==> config.mk <==
export PLATFORM = sky130hd
export DESIGN_NAME = dmem_ctrl
export DESIGN_NICKNAME = d
export VERILOG_FILES = /design/src/rtl/dmem_ctrl.sv
export SDC_FILE = /design/constraint.sdc
export NUM_CORES = 2
export LEC_CHECK = 0
export CAP_MARGIN = 5
export CORE_MARGIN = 2
export CORE_UTILIZATION = 50
export CTS_CLUSTER_SIZE = 25
export DETAILED_ROUTE_END_ITERATION = 16
export PLACE_DENSITY = 0.72
export SLEW_MARGIN = 40
export SYNTH_ARGS = -nofsm -noshare
export SYNTH_HDL_FRONTEND = slang
export SYNTH_SLANG_ARGS = --single-unit
==> constraint.sdc <==
create_clock -name clk -period 9.4 [get_ports clk]
set_input_delay 2.35 -clock clk [delete_from_list [all_inputs] [get_ports clk]]
set_output_delay 2.35 -clock clk [all_outputs]
set_load 0.01 [all_outputs]
==> src/rtl/dmem_ctrl.sv <==
// dmem_ctrl: parametrised RV32I data memory with wait states,
// req/done handshake, post-reset clear and access error codes.
module dmem_ctrl #(
  parameter int DEPTH_WORDS = 64,
  parameter int WAIT_STATES = 1
) (
  input  logic        clk,
  input  logic        reset,
  input  logic        req,
  input  logic        we,
  input  logic [2:0]  funct3,
  input  logic [31:0] addr,
  input  logic [31:0] wdata,
  output logic [31:0] rdata,
  output logic        done,
  output logic        stall,
  output logic [1:0]  err,
  output logic        init_busy
);

  localparam int IDX_W = $clog2(DEPTH_WORDS);
  localparam int AW = IDX_W + 2;
  localparam logic [3:0] LP_WLAST =
    4'(WAIT_STATES > 0 ? WAIT_STATES - 1 : 0);
  localparam logic [IDX_W-1:0] LP_ILAST =
    IDX_W'(DEPTH_WORDS - 1);

  typedef enum logic [1:0] {
    S_INIT,
    S_IDLE,
    S_WAIT,
    S_DONE
  } state_t;

  state_t r_state, w_next;
  logic [IDX_W-1:0] r_idx;
  logic [3:0] r_cnt;
  logic r_we;
  logic [2:0] r_f3;
  logic [AW-1:0] r_addr;
  logic [31:0] r_wdata;
  logic [1:0] r_perr;
  logic [31:0] r_rdata;
  logic r_done;
  logic [1:0] r_err;
  logic [31:0] r_mem [DEPTH_WORDS];

  logic w_ill, w_mis, w_oor;
  logic [1:0] w_ierr;
  logic w_commit, w_idle;
  logic w_cwe;
  logic [2:0] w_cf3;
  logic [AW-1:0] w_caddr;
  logic [31:0] w_cwdata;
  logic [1:0] w_perr;
  logic [IDX_W-1:0] w_widx;
  logic [31:0] w_word, w_sword, w_load;
  logic [7:0] w_byte;
  logic [15:0] w_half;

  // error classification of the request on the inputs
  always_comb begin
    w_ill = (funct3 == 3'b011) |
            (funct3[2:1] == 2'b11) |
            (we & funct3[2]);
    w_mis = ((funct3[1:0] == 2'b01) & addr[0]) |
            ((funct3[1:0] == 2'b10) & (|addr[1:0]));
    w_oor = |addr[31:AW];
    w_ierr = 2'b00;
    if (w_ill) w_ierr = 2'b11;
    else if (w_mis) w_ierr = 2'b01;
    else if (w_oor) w_ierr = 2'b10;
  end

  // next state; with zero wait states the access completes
  // straight from IDLE, so the live inputs stand in for the latch
  always_comb begin
    w_next = r_state;
    unique case (r_state)
      S_INIT: if (r_idx == LP_ILAST) w_next = S_IDLE;
      S_IDLE: if (req)
        w_next = (WAIT_STATES == 0) ? S_DONE : S_WAIT;
      S_WAIT: if (r_cnt == LP_WLAST) w_next = S_DONE;
      S_DONE: w_next = S_IDLE;
      default: w_next = S_INIT;
    endcase
    w_commit = (w_next == S_DONE);
    w_idle = (r_state == S_IDLE);
    w_cwe = w_idle ? we : r_we;
    w_cf3 = w_idle ? funct3 : r_f3;
    w_caddr = w_idle ? addr[AW-1:0] : r_addr;
    w_cwdata = w_idle ? wdata : r_wdata;
    w_perr = w_idle ? w_ierr : r_perr;
  end

  // lane extraction for loads and lane merge for stores
  always_comb begin
    w_widx = w_caddr[AW-1:2];
    w_word = r_mem[w_widx];
    w_byte = 8'(w_word >> {w_caddr[1:0], 3'b000});
    w_half = w_caddr[1] ? w_word[31:16] : w_word[15:0];
    w_load = 32'h0;
    unique case (w_cf3)
      3'b000: w_load = {{24{w_byte[7]}}, w_byte};
      3'b001: w_load = {{16{w_half[15]}}, w_half};
      3'b010: w_load = w_word;
      3'b100: w_load = {24'h0, w_byte};
      3'b101: w_load = {16'h0, w_half};
      default: w_load = 32'h0;
    endcase
    w_sword = w_word;
    unique case (w_cf3[1:0])
      2'b00: w_sword[{w_caddr[1:0], 3'b000} +: 8] = w_cwdata[7:0];
      2'b01: w_sword[{w_caddr[1], 4'b0000} +: 16] = w_cwdata[15:0];
      2'b10: w_sword = w_cwdata;
      default: w_sword = w_word;
    endcase
  end

  // control state, request latch and registered outputs
  always_ff @(posedge clk) begin
    if (!reset) begin
      r_state <= S_INIT;
      r_idx <= '0;
      r_cnt <= '0;
      r_we <= 1'b0;
      r_f3 <= '0;
      r_addr <= '0;
      r_wdata <= '0;
      r_perr <= '0;
      r_rdata <= '0;
      r_done <= 1'b0;
      r_err <= 2'b00;
    end else begin
      r_state <= w_next;
      if (r_state == S_INIT) r_idx <= r_idx + 1'b1;
      if (r_state == S_WAIT) r_cnt <= r_cnt + 4'd1;
      if (w_idle && req) begin
        r_cnt <= '0;
        r_we <= we;
        r_f3 <= funct3;
        r_addr <= addr[AW-1:0];
        r_wdata <= wdata;
        r_perr <= w_ierr;
      end
      r_done <= w_commit;
      r_err <= w_commit ? w_perr : 2'b00;
      if (w_commit) begin
        if (w_perr != 2'b00) r_rdata <= 32'h0;
        else if (!w_cwe) r_rdata <= w_load;
      end
    end
  end

  // storage: sequential clear after reset, then store commits
  always_ff @(posedge clk) begin
    if (reset) begin
      if (r_state == S_INIT)
        r_mem[r_idx] <= 32'h0;
      else if (w_commit && w_cwe && w_perr == 2'b00)
        r_mem[w_widx] <= w_sword;
    end
  end

  assign rdata = r_rdata;
  assign done = r_done;
  assign err = r_err;
  assign stall = req & ~r_done;
  assign init_busy = (r_state == S_INIT);

endmodule

==> impl_results.html <==
<table>
<tr><th>Metric</th><th>Value</th></tr>
<tr><th colspan="2">CTS</th></tr>
<tr><td>Post-CTS Setup Repair Bufs</td><td>0</td></tr>
<tr><td>Clk sinks</td><td>2141</td></tr>
<tr><td>Clock-pin slew reported for the worst setup and hold paths after clock tree synthesis</td><td>70 ps</td></tr>
<tr><td>Root buffer cell</td><td>sky130_fd_sc_hd__clkbuf_16</td></tr>
<tr><td>CTS Buf Count</td><td>197</td></tr>
<tr><td>CTS tree</td><td>done</td></tr>
<tr><td>Count of hold buffers inserted by post-cts repair</td><td>0</td></tr>
<tr><td>H-tree depth</td><td>4</td></tr>
<tr><td>Clock latency on the worst-skew pair</td><td>880 ps</td></tr>
<tr><td>Max Buffers Root-to-Sink</td><td>3</td></tr>
<tr><td>Post-cts sizing count</td><td>0</td></tr>
<tr><th colspan="2">Global route</th></tr>
<tr><td>Global-route total usage across every layer</td><td>32.42%</td></tr>
<tr><td>Initial antenna violation count</td><td>14</td></tr>
<tr><td>First-pass GRT wire length</td><td>401.7 mm</td></tr>
<tr><td>Number of global-route vias before repair</td><td>54093</td></tr>
<tr><td>Pin count of the biggest net entering global routing</td><td>127</td></tr>
<tr><td>Overflow left after global routing</td><td>0</td></tr>
<tr><th colspan="2">Placed design</th></tr>
<tr><td>Total half-perimeter wirelength after legalization and detailed placement</td><td>170.4 mm</td></tr>
<tr><td>Port Buf Inserts</td><td>107</td></tr>
<tr><td>Placer congestion estimate</td><td>0.9592</td></tr>
<tr><td>Post-placement worst setup slack</td><td>1552 ps</td></tr>
<tr><th colspan="2">Synthesis</th></tr>
<tr><td>Ranking of synthesized cells by area</td><td>sky130_fd_sc_hd__edfxtp_1 (71%), sky130_fd_sc_hd__mux4_2 (5.0%), sky130_fd_sc_hd__nand2_1 (5.0%)</td></tr>
<tr><td>Largest family of logic cells by synthesized area</td><td>simple AND/OR/NAND/NOR gates</td></tr>
<tr><td>Main flop type after synthesis</td><td>sky130_fd_sc_hd__edfxtp_1</td></tr>
<tr><td>Post-Synth Adder-Cell Area</td><td>0.1161%</td></tr>
<tr><td>Most frequent cell after synthesis</td><td>sky130_fd_sc_hd__edfxtp_1</td></tr>
<tr><td>Number of cells produced by synthesis</td><td>5777</td></tr>
<tr><td>Top-area cell type share of the netlist area</td><td>71.30%</td></tr>
<tr><td>Yosys synthesis warning count</td><td>0</td></tr>
<tr><td>Number of flip-flops and latches in the synthesized netlist</td><td>2141</td></tr>
<tr><td>Area leader, netlist</td><td>sky130_fd_sc_hd__edfxtp_1</td></tr>
<tr><td>Number of enable-type register cells in the synthesized netlist</td><td>2048</td></tr>
<tr><td>Synthesized net count</td><td>5856</td></tr>
<tr><td>Fraction of synthesized cell area in xor and xnor cells</td><td>0.05077%</td></tr>
<tr><td>Cell Area, Synth</td><td>86250 µm²</td></tr>
<tr><td>Async set-or-reset flop fraction in the synthesized netlist</td><td>0%</td></tr>
<tr><td>Simple-gate share of the synthesized area</td><td>9.611%</td></tr>
<tr><td>Number of distinct library cells after synthesis</td><td>84</td></tr>
<tr><td>Post-synthesis compound-gate area fraction</td><td>6.844%</td></tr>
<tr><td>Sequential cell area fraction in the yosys report</td><td>73.46%</td></tr>
<tr><td>Mean area per synthesized cell</td><td>14.93 µm²</td></tr>
<tr><td>Multiplexer share of the synthesized area</td><td>7.745%</td></tr>
<tr><td>Post-synth top cells</td><td>sky130_fd_sc_hd__edfxtp_1 (2048), sky130_fd_sc_hd__nand2_1 (1150), sky130_fd_sc_hd__nand3_1 (293)</td></tr>
<tr><th colspan="2">STA</th></tr>
<tr><td>Worst Clk Skew</td><td>40.22 ps</td></tr>
<tr><td>Setup repair after global routing missed its margin</td><td>no</td></tr>
<tr><td>Achievable frequency</td><td>141.6 MHz</td></tr>
<tr><td>Transition time at the pin with the least slew margin</td><td>986.9 ps</td></tr>
<tr><td>Setup TNS after final layout</td><td>0 ps</td></tr>
<tr><td>Number of hold-slack violations in the final timing report</td><td>0</td></tr>
<tr><td>Min Tclk post-route</td><td>7062 ps</td></tr>
<tr><td>Ratio of final minimum period to clock period</td><td>75.13%</td></tr>
<tr><td>Worst slew margin relative to its limit</td><td>34.20%</td></tr>
<tr><td>Setup violation total in the final timing report</td><td>0</td></tr>
<tr><td>Number of pins with negative max-slew slack in the final report</td><td>0</td></tr>
<tr><td>Worst setup slack after layout</td><td>2338 ps</td></tr>
<tr><th colspan="2">Layout</th></tr>
<tr><td>Nets</td><td>6080</td></tr>
<tr><td>Synth-to-Final Area Change</td><td>15.27%</td></tr>
<tr><td>Area of combinational cells with multiple inputs</td><td>22220 µm²</td></tr>
<tr><td>Area taken by flip-flops and latches</td><td>63360 µm²</td></tr>
<tr><td>Fillers</td><td>12718</td></tr>
<tr><td>Fraction of layout instances using a drive strength above 1</td><td>15.67%</td></tr>
<tr><th colspan="2">Setup path</th></tr>
<tr><td>Worst EP arrival</td><td>7640 ps</td></tr>
<tr><td>Worst setup EP type</td><td>flip-flop</td></tr>
<tr><td>Crit start category</td><td>input port</td></tr>
<tr><td>Crit-path cells</td><td>clkdlybuf4s50_1, and3b_1, a21o_4, buf_12, buf_12, mux4_2, a22oi_1, o2111ai_1, or3_1, a21oi_1, nor2_4, buf_8, buf_16</td></tr>
<tr><td>Largest fanout on the critical path</td><td>47</td></tr>
<tr><td>Delay of the slowest cell on the worst path</td><td>700 ps</td></tr>
<tr><td>Slowest CP cell</td><td>sky130_fd_sc_hd__a21o_4</td></tr>
<tr><td>Worst setup path class</td><td>input port to flip-flop</td></tr>
<tr><td>Critical path's most frequent cell</td><td>sky130_fd_sc_hd__buf_12</td></tr>
<tr><td>Data required time of the critical path</td><td>9980 ps</td></tr>
<tr><th colspan="2">Flow run</th></tr>
<tr><td>Max-cap viol count</td><td>0</td></tr>
<tr><th colspan="2">Floorplan</th></tr>
<tr><td>Width of the chip</td><td>419.3 µm</td></tr>
<tr><td>Initial Utilization</td><td>50.28%</td></tr>
<tr><td>Core Footprint</td><td>171500 µm²</td></tr>
<tr><td>Site row count</td><td>152</td></tr>
<tr><td>Vertical extent of the die</td><td>419.3 µm</td></tr>
<tr><td>Count of pins on the block boundary</td><td>108</td></tr>
<tr><td>Die Area</td><td>175800 µm²</td></tr>
<tr><th colspan="2">Power</th></tr>
<tr><td>Largest vdd supply drop</td><td>0.1314 mV</td></tr>
<tr><td>Leak pwr</td><td>0.03119 µW</td></tr>
<tr><td>P per Cell Area</td><td>186.4 nW/µm²</td></tr>
<tr><th colspan="2">Detailed routing</th></tr>
<tr><td>Overall via count from detail_route</td><td>57610</td></tr>
<tr><td>Antenna Violating Nets Remaining</td><td>0</td></tr>
<tr><td>Router iterations before antenna repair</td><td>9</td></tr>
<tr><td>Violation count after the first detailed-route iteration</td><td>11154</td></tr>
<tr><td>Total wire length after detailed routing</td><td>288.5 mm</td></tr>
<tr><td>Post-detailed-route via-to-cell ratio</td><td>6.788</td></tr>
<tr><td>Detailed-route DRC error count</td><td>0</td></tr>
<tr><td>Average wire per cell in the routed design</td><td>34.00 µm</td></tr>
<tr><th colspan="2">Status</th></tr>
<tr><td>Outcome</td><td>complete, no violations</td></tr>
<tr><th colspan="2">Hold path</th></tr>
<tr><td>Worst min path class</td><td>flip-flop to flip-flop</td></tr>
</table>
-- per-layer routing --
| metal | global-route usage, % | vias up | wire, µm |
|---|---|---|---|
| met5 | 0.6946 | - | 280 |
| met4 | 18.80 | 20 | 20100 |
| met3 | 10.52 | 1223 | 43440 |
| met2 | 48.89 | 5270 | 128400 |
| met1 | 41.26 | 28346 | 96330 |
| li1 | - | 22751 | - |
-- final timing paths --
path | startpoint | to | slack (ps) | depth (start not counted)
max | addr[2] | r_mem[47][16] | 2340 | 13
max reg2reg | r_state[0] | r_mem[60][30] | 2960 | 11
min | r_wdata[19] | r_wdata[19] | 470 | 2
min reg2reg | r_wdata[19] | r_wdata[19] | 470 | 2
-- stage by stage --
| stage | util (%) | std cells | cell area [µm²] | hold WS [ps] | total power [µW] |
|---|---|---|---|---|---|
| 2_1_floorplan | - | 5777 | 86250 | 440.3 | 10620 |
| 3_3_place_gp | 53.41 | 8051 | 91620 | 451.9 | 10730 |
| 3_5_place_dp | 54.13 | 8104 | 92850 | 459.1 | 10740 |
| 4_1_cts | 57.85 | 8472 | 99230 | 468.5 | 18520 |
| 5_1_grt | 57.95 | 8482 | 99410 | 498.4 | 18880 |
| 6_report | 57.96 | 8487 | 99420 | 466.2 | 18540 |
-- sequential cells by signal, indices dropped and copies added (netlist names), 3 cells and up --
name,count
r_f3,3
rdata,32
r_mem,2048
r_wdata,32
r_cnt,4
r_idx,6
r_addr,8
-- cells in the final DEF (no fill, tap or decap), drive strengths merged, types with 76 or more instances in the layout --
| cell type | Yosys | routed |
|---|---|---|
| a211oi | 76 | 76 |
| nand2 | 1150 | 1150 |
| a31oi | 153 | 153 |
| a21oi | 128 | 128 |
| nor2 | 229 | 229 |
| clkdlybuf4s50 | 0 | 106 |
| mux4 | 192 | 192 |
| edfxtp | 2048 | 2048 |
| nand4 | 83 | 83 |
| o21ai | 134 | 134 |
| clkinv | 1 | 99 |
| dfxtp | 93 | 93 |
| buf | 215 | 287 |
| mux2i | 226 | 226 |
| clkbuf | 154 | 244 |
| nand3 | 293 | 293 |
-- area by class of cell --
type,count,share of cell area (%)
tap,2310,2.907
clock inverter,125,1.116
timing repair buffer,394,4.411
multi-input combinational,3224,22.35
inverter,43,0.1623
sequential,2141,63.73
clock buffer,243,5.304
antenna,7,0.01762
-- power by group --
part	internal [µW]	leakage [µW]	switching (µW)	total [µW]
Combinational	79.5	0.00855	135	214
Sequential	10300	0.0195	11.0	10300
Clock	4390	0.00313	3600	7990
-- critical path, delay by kind of cell --
family / cells / cell delay (ps)
buffers and inverters: 5 / 1710
AND/OR/NAND/NOR: 3 / 1330
AO/OA/AOI/OAI: 4 / 1480
multiplexers: 1 / 550
-- kinds of logic after synthesis --
group                      Yosys count
and+or+nand+nor                   1927
muxes                              426
DFF                               2141
AOI/OAI and AO/OA                  858
xor gates and xnor gates             5
buffers and inverters              412
adders and majority gates            8
(Power assumes the default switching activity.)
